===== src/rtl/iq_avg_snap_ctrl.sv =====
// IQ boxcar-average snapshot capture: averages 2^k valid I/Q samples per word and writes 2^ADDR_W words to BRAM port A.
// Optional IQ_SNAP_ROUND_EN: round-half-up averaging instead of floor truncation.
//
// state   | meaning
// IDLE    | waiting for arm
// ARMED   | k latched, waiting for trig
// CAPTURE | accumulating samples and writing averaged words
// DONE    | buffer full, waiting for arm
module iq_avg_snap_ctrl #(
    parameter int DATA_W       = 16,
    parameter int ADDR_W       = 10,
    parameter int AVG_MAX_LOG2 = 7
) (
    input  logic                  clk,
    input  logic                  rst_n,
    input  logic                  in_valid,
    input  logic [DATA_W-1:0]     in_i,
    input  logic [DATA_W-1:0]     in_q,
    input  logic [2:0]            avg_log2,
    input  logic                  arm,
    input  logic                  trig,
    output logic                  busy,
    output logic                  done,
    output logic                  bram_we,
    output logic                  bram_en_a,
    output logic [ADDR_W-1:0]     bram_addr,
    output logic [2*DATA_W-1:0]   bram_wr_data
);

    localparam int ACC_W = DATA_W + AVG_MAX_LOG2;

    localparam logic [1:0] S_IDLE    = 2'd0;
    localparam logic [1:0] S_ARMED   = 2'd1;
    localparam logic [1:0] S_CAPTURE = 2'd2;
    localparam logic [1:0] S_DONE    = 2'd3;

    logic [1:0]               state;
    logic [2:0]               k;
    logic [2:0]               k_arm;
    logic [AVG_MAX_LOG2-1:0]  cnt;
    logic [AVG_MAX_LOG2-1:0]  cnt_load;
    logic [AVG_MAX_LOG2-1:0]  cnt_load_arm;
    logic signed [ACC_W-1:0]  acc_i;
    logic signed [ACC_W-1:0]  acc_q;
    logic signed [ACC_W-1:0]  sum_i;
    logic signed [ACC_W-1:0]  sum_q;
    logic signed [ACC_W-1:0]  rnd;
    logic [DATA_W-1:0]        res_i;
    logic [DATA_W-1:0]        res_q;
    logic [ADDR_W-1:0]        wr_addr;
    logic                     fin;
    logic                     take;

    assign k_arm = ({1'b0, avg_log2} > 4'(AVG_MAX_LOG2)) ? 3'(AVG_MAX_LOG2) : avg_log2;

    // Sample counter runs down from 2^k-1; a word completes at terminal count 0.
    assign cnt_load     = ~({AVG_MAX_LOG2{1'b1}} << k);
    assign cnt_load_arm = ~({AVG_MAX_LOG2{1'b1}} << k_arm);

    assign sum_i = acc_i + $signed({{AVG_MAX_LOG2{in_i[DATA_W-1]}}, in_i});
    assign sum_q = acc_q + $signed({{AVG_MAX_LOG2{in_q[DATA_W-1]}}, in_q});

`ifdef IQ_SNAP_ROUND_EN
    assign rnd = (k == 3'd0) ? '0 : (ACC_W'(1) << (k - 3'd1));
`else
    assign rnd = '0;
`endif

    assign res_i = DATA_W'((sum_i + rnd) >>> k);
    assign res_q = DATA_W'((sum_q + rnd) >>> k);

    // fin blocks sample acceptance during the final strobe cycle so the address never wraps.
    always_comb begin
        take = 1'b0;
        if (!arm && in_valid) begin
            take = (state == S_ARMED && trig) || (state == S_CAPTURE && !fin);
        end
    end

    always_ff @(posedge clk or negedge rst_n) begin
        if (!rst_n) begin
            state        <= S_IDLE;
            k            <= '0;
            cnt          <= '0;
            acc_i        <= '0;
            acc_q        <= '0;
            wr_addr      <= '0;
            fin          <= 1'b0;
            bram_we      <= 1'b0;
            bram_addr    <= '0;
            bram_wr_data <= '0;
        end else begin
            bram_we <= 1'b0;
            if (arm) begin
                state   <= S_ARMED;
                k       <= k_arm;
                cnt     <= cnt_load_arm;
                acc_i   <= '0;
                acc_q   <= '0;
                wr_addr <= '0;
                fin     <= 1'b0;
            end else begin
                if (state == S_ARMED && trig) begin
                    state <= S_CAPTURE;
                end
                if (state == S_CAPTURE && fin) begin
                    state <= S_DONE;
                end
                if (take) begin
                    if (cnt == '0) begin
                        bram_we      <= 1'b1;
                        bram_addr    <= wr_addr;
                        bram_wr_data <= {res_i, res_q};
                        wr_addr      <= wr_addr + 1'b1;
                        acc_i        <= '0;
                        acc_q        <= '0;
                        cnt          <= cnt_load;
                        if (wr_addr == '1) begin
                            fin <= 1'b1;
                        end
                    end else begin
                        acc_i <= sum_i;
                        acc_q <= sum_q;
                        cnt   <= cnt - 1'b1;
                    end
                end
            end
        end
    end

    assign busy      = (state == S_ARMED) || (state == S_CAPTURE);
    assign done      = (state == S_DONE);
    assign bram_en_a = bram_we;

endmodule


===== config.mk =====
export PLATFORM = sky130hd
export DESIGN_NAME = iq_avg_snap_ctrl
export DESIGN_NICKNAME = d
export VERILOG_FILES = /design/src/rtl/iq_avg_snap_ctrl.sv
export SDC_FILE = /design/constraint.sdc
export NUM_CORES = 1
export LEC_CHECK = 0
export CAP_MARGIN = 25
export CORE_ASPECT_RATIO = 1.75
export CORE_MARGIN = 10
export CORE_UTILIZATION = 30
export DETAILED_ROUTE_END_ITERATION = 6
export GPL_TIMING_DRIVEN = 0
export HOLD_SLACK_MARGIN = 0.12
export PLACE_DENSITY = 0.54
export SYNTH_ARGS = -nofsm -noshare
export SYNTH_HDL_FRONTEND = slang
export SYNTH_SLANG_ARGS = --single-unit
export TNS_END_PERCENT = 5

===== constraint.sdc =====
create_clock -name clk -period 3.4 [get_ports clk]
set_input_delay 0.68 -clock clk [delete_from_list [all_inputs] [get_ports clk]]
set_output_delay 0.68 -clock clk [all_outputs]
set_load 0.1 [all_outputs]

## After elaboration in Yosys (flattened, before gate mapping)

Cells that the tools add are included.

| storage, ports and cells | value |
|---|---|
| flip-flop bits (word level) | 112 |
| input bits | 40 |
| logic and storage cells | 64 |

| operators by class | value |
|---|---|
| add/subtract/negate cells | 4 |
| equality and inequality tests | 4 |
| shift operators | 4 |
| multiplexer cells | 23 |
| bitwise logic cells | 3 |
| reductions and logical operators | 16 |

Operators by type and width:

| operator | number |
|---|---|
| $mux W23 | 6 |
| $add A23 B16 Y23 | 2 |
| $sshr A23 B3 Y16 | 2 |
| $mux W10 | 3 |
| $mux W7 | 3 |
| $not A7 Y7 | 2 |
| $shl A7 B3 Y7 const A | 2 |
| $add A10 B1 Y10 const B | 1 |
| $eq A10 B10 Y1 const B | 1 |
| $mux W1 | 8 |
| $logic_not A7 Y1 | 1 |
| $sub A7 B1 Y7 const B | 1 |
| $mux W2 | 3 |
| $reduce_and A3 Y1 | 2 |
| $reduce_bool A2 Y1 | 3 |
| $eq A2 B2 Y1 const B | 2 |
| $logic_and A1 B1 Y1 | 4 |
| $reduce_bool A3 Y1 | 1 |
| $eq A2 B1 Y1 const B | 1 |
| $logic_not A1 Y1 | 2 |
| $logic_or A1 B1 Y1 | 2 |
| $reduce_and A2 Y1 | 1 |
| $not A1 Y1 | 1 |

## Logic depth before layout (Yosys ltp)

| logic depth | value |
|---|---|
| depth after elaboration | 6 |
| depth in mapped cells | 11 |
| gate-level depth less buffers | 10 |

## Worst setup path after synthesis

OpenSTA, ideal clock, no wires.

| timing | value |
|---|---|
| path kind | in2reg |
| from | input port in_q[0] |
| to | register bram_wr_data[9] |
| setup time | 0.128 ns |
| data arrival time | 3.080 ns |
| data required time | 3.272 ns |
| path slack | 0.192 ns |
| stages on the path | 10 |
| buffers on the path | 0 |
| cell sequence | ha_1 -> fa_1 -> a211oi_1 -> o211ai_1 -> a31oi_1 -> o21ai_1 -> xor2_1 -> mux4_1 -> a22oi_1 -> o21ai_1 |

| on the way | value |
|---|---|
| longest elaborated chain between the ends | 2 |

Ends and longest elaborated chain:

| what | RTL line | text |
|---|---|---|
| start: declaration | 18 | `input logic [DATA_W-1:0] in_q,` |
| $add A23 B16 Y23 | 61 | `assign sum_q = acc_q + $signed({{AVG_MAX_LOG2{in_q[DATA_W-1]}}, in_q});` |
| $sshr A23 B3 Y16 | 70 | `assign res_q = DATA_W'((sum_q + rnd) >>> k);` |
| end signal: assignment | 113 | `bram_wr_data <= {res_i, res_q};` |
| end: declaration | 27 | `output logic [2*DATA_W-1:0] bram_wr_data` |

Every way passes these cells.
A chain may end at the register's enable or synchronous reset.

## Worst setup path after layout

| timing | value |
|---|---|
| from | input port in_i[6] |
| to | register bram_wr_data[27] |

| on the way | value |
|---|---|
| longest elaborated chain between the ends | 2 |

Ends and longest elaborated chain:

| what | RTL line | text |
|---|---|---|
| start: declaration | 17 | `input logic [DATA_W-1:0] in_i,` |
| $add A23 B16 Y23 | 60 | `assign sum_i = acc_i + $signed({{AVG_MAX_LOG2{in_i[DATA_W-1]}}, in_i});` |
| $sshr A23 B3 Y16 | 69 | `assign res_i = DATA_W'((sum_i + rnd) >>> k);` |

Every way passes these cells.

==> out/results.ini <==
[run_status]
outcome=completed

[synthesis]
synth_cells=1046
ys_seq_area_share_pct=31.67
synth.top_cell.area_share_pct=31.67
syn_nets=1138
async_reset_ff_share_pct=100.0
synth_area_um2=8851
synth.distinct_cells=92
ys_top_cells_by_area=dfrtp_1, ha_1, nand2_1, o21ai_0, a21oi_1
synth_seq_cells=112
syn_area_per_cell_um2=8.462
synth-edff-count=0
yosys.area.top_type=dfrtp_1
yosys_warnings=0
ys.flop_type=dfrtp_1

[finish]
layout_common_cells=nand2_1, dfrtp_1, clkdlybuf4s50_1
postLayoutCoreUtil_pct=37.62
syn_to_final_growth_pct=24.47
final_common_cell=nand2_1
drive_above_1_share_pct=12.20
final_nets=1235
antennaDiodeCount=0
instances_no_fill=1530

[global_routing]
grt_use_total_pct=18.74
grt_pass1_vias=8942
grt_pass1_wl_mm=53.45
overflow=0
top_usage_layer=met2
use_met3_pct=2.745
grt_max_degree=79
met1_usage_pct=19.02
gr-usage-met2_pct=34.72
antenna_found_initial=0

[detailed_routing]
avgRoutedWirePerCell_um=22.76
first_iter_violations=637
dr.pass1.iters=5
num_vias=8815
finalWirelength_mm=34.82
drc=0
postRouteAntennaNets=0
viasPerCell=5.761

[clocking]
cts_buffers=9
clk_latency_ns=0.39
clock_sinks=112
cts_tree=done
cts_max_level=3
path_clk_slew_ns=0.08
cts-root-buf=clkbuf_16
cts_max_path_buffers=2

[die]
dieHeight_um=247.2
die_x_um=149.8
ios=86
rows=83
core_area_um2=29290
die-area_um2=37040
initial_core_util_pct=30.22

[setup_path]
end_kind=flop
start_kind=primary input
r2r_start=acc_i[0]
rr_worst_depth=10
rr_endpoint=bram_wr_data[28]
worstPathRequired_ns=3.68
critical_path_class=primary input to flop
crit_path_max_fanout=6
crit_arrival_ns=3.63
r2r_setup_slack_ns=0.18

[placement]
dp_cells=1514
dp_hpwl_mm=26.70
place_congestion=0.9443
portBuffers=85

[sta]
fmax_mhz=298.5
report.final.setup_viol=0
finalCriticalPeriod_ns=3.351
rsz0062_at_grt=yes
fin_skew_ns=0.01159
drv_slew=0
slew_headroom_pct=31.57
worstMarginPinSlew_ns=1.023
fin_crit_sh_pct=98.55
finalHoldViolCount=0

[job]
drv_cap=0

[pwr]
power.density_nw_per_um2=421.6
p_leak_nw=4.653
vdd_ir_drop_max_mv=0.2689

[hold_path]
hp-class=primary input to async pin

-- report_power, final --
part	switching, mW	leakage, nW	internal [mW]
logic	1.33	2.98	0.683
clock network	0.616	0.147	0.521
registers	0.0729	1.52	1.42
-- stage by stage --
| step | instance area (um2) | hold slack [ns] | worst slack, ns | total power [mW] | setup TNS (ns) |
|---|---|---|---|---|---|
| 6_report | 11020 | 0.1970 | 0.04943 | 4.645 | 0 |
| 5_1_grt | 11020 | 0.2262 | -0.07057 | 4.864 | -0.5212 |
| 4_1_cts | 10830 | 0.2149 | -0.01357 | 4.599 | -0.01357 |
| 3_5_place_dp | 10210 | 0.4608 | -1.272 | 3.348 | -38.25 |
| 3_3_place_gp | 10180 | 0.4547 | -3.411 | 3.337 | -417.57 |
| 2_1_floorplan | 8851 | 0.3844 | 0.1917 | 2.733 | 0 |
-- area by class of cell --
type	count	area, um2
clock inverters	7	70.07
fillers	3025	18270
inverters	26	97.59
repair buffers	96	955.9
clock buffers	9	225.2
plain buffers	56	229.0
flip-flops and latches	112	2803
multi-input cells	842	6158
well taps	382	478.0
-- critical path, stage by stage --
cell	delay (ns)
clkdlybuf4s50_1	0.42
ha_1	0.43
and2_1	0.30
nor2_1	0.12
o31a_1	0.33
o21ba_2	0.29
mux2_1	0.32
a31o_1	0.24
mux2_4	0.29
o221a_1	0.21
-- worst max-delay path by stage --
stage,start,end,slack [ns],depth (start not counted)
after floorplan,in_q[0],bram_wr_data[9],0.19,10
after global placement,rst_n,bram_en_a,-3.41,1
after detailed placement,in_i[0],bram_wr_data[28],-1.27,11
after CTS,trig,bram_wr_data[31],-0.01,10
after global routing,in_i[6],bram_wr_data[27],-0.07,10
final,in_i[6],bram_wr_data[27],0.05,10
-- registers in the layout (all words and copies together), names as in the netlist, 2 cells and up --
signal,count
acc_q,23
cnt,7
acc_i,23
state,2
k,3
bram_addr,10
wr_addr,10
bram_wr_data,32
-- synthesized netlist by cell type (25+ instances only) --
master and n:
clkbuf_1 53, mux2i_1 27, inv_1 25, nand3_1 25, dfrtp_1 112, nand2_1 132, nor3_1 31, ha_1 50
o21ai_0 75, a22o_1 29, a21oi_1 60, nor2_1 79
-- layer usage --
layer / routed length [um] / share of wire, %
met5: 0 / 0
met4: 2277 / 6.5
met3: 1255 / 3.6
met2: 18780 / 54
met1: 12510 / 36
-- kinds of logic (layout without fill, tap and decap cells) --
kind of cell	Yosys count	count (layout)	synth area share (%)
compound gates	340	340	27.09
fa+ha+maj	52	52	7.521
flops	112	112	31.67
mux	43	43	6.065
simple gates	367	367	19.69
buf+inv	92	194	4.015
xor+xnor	40	40	3.958
-- timing repair --
action | in CTS | in global routing
resized for setup | 65 | 35
setup buffers | 6 | 4
pin swaps | 14 | 3
setup endpoints to repair | 42 | 24
hold buffers | 0 | 0
Note: power is estimated with default switching activity, not from simulation.
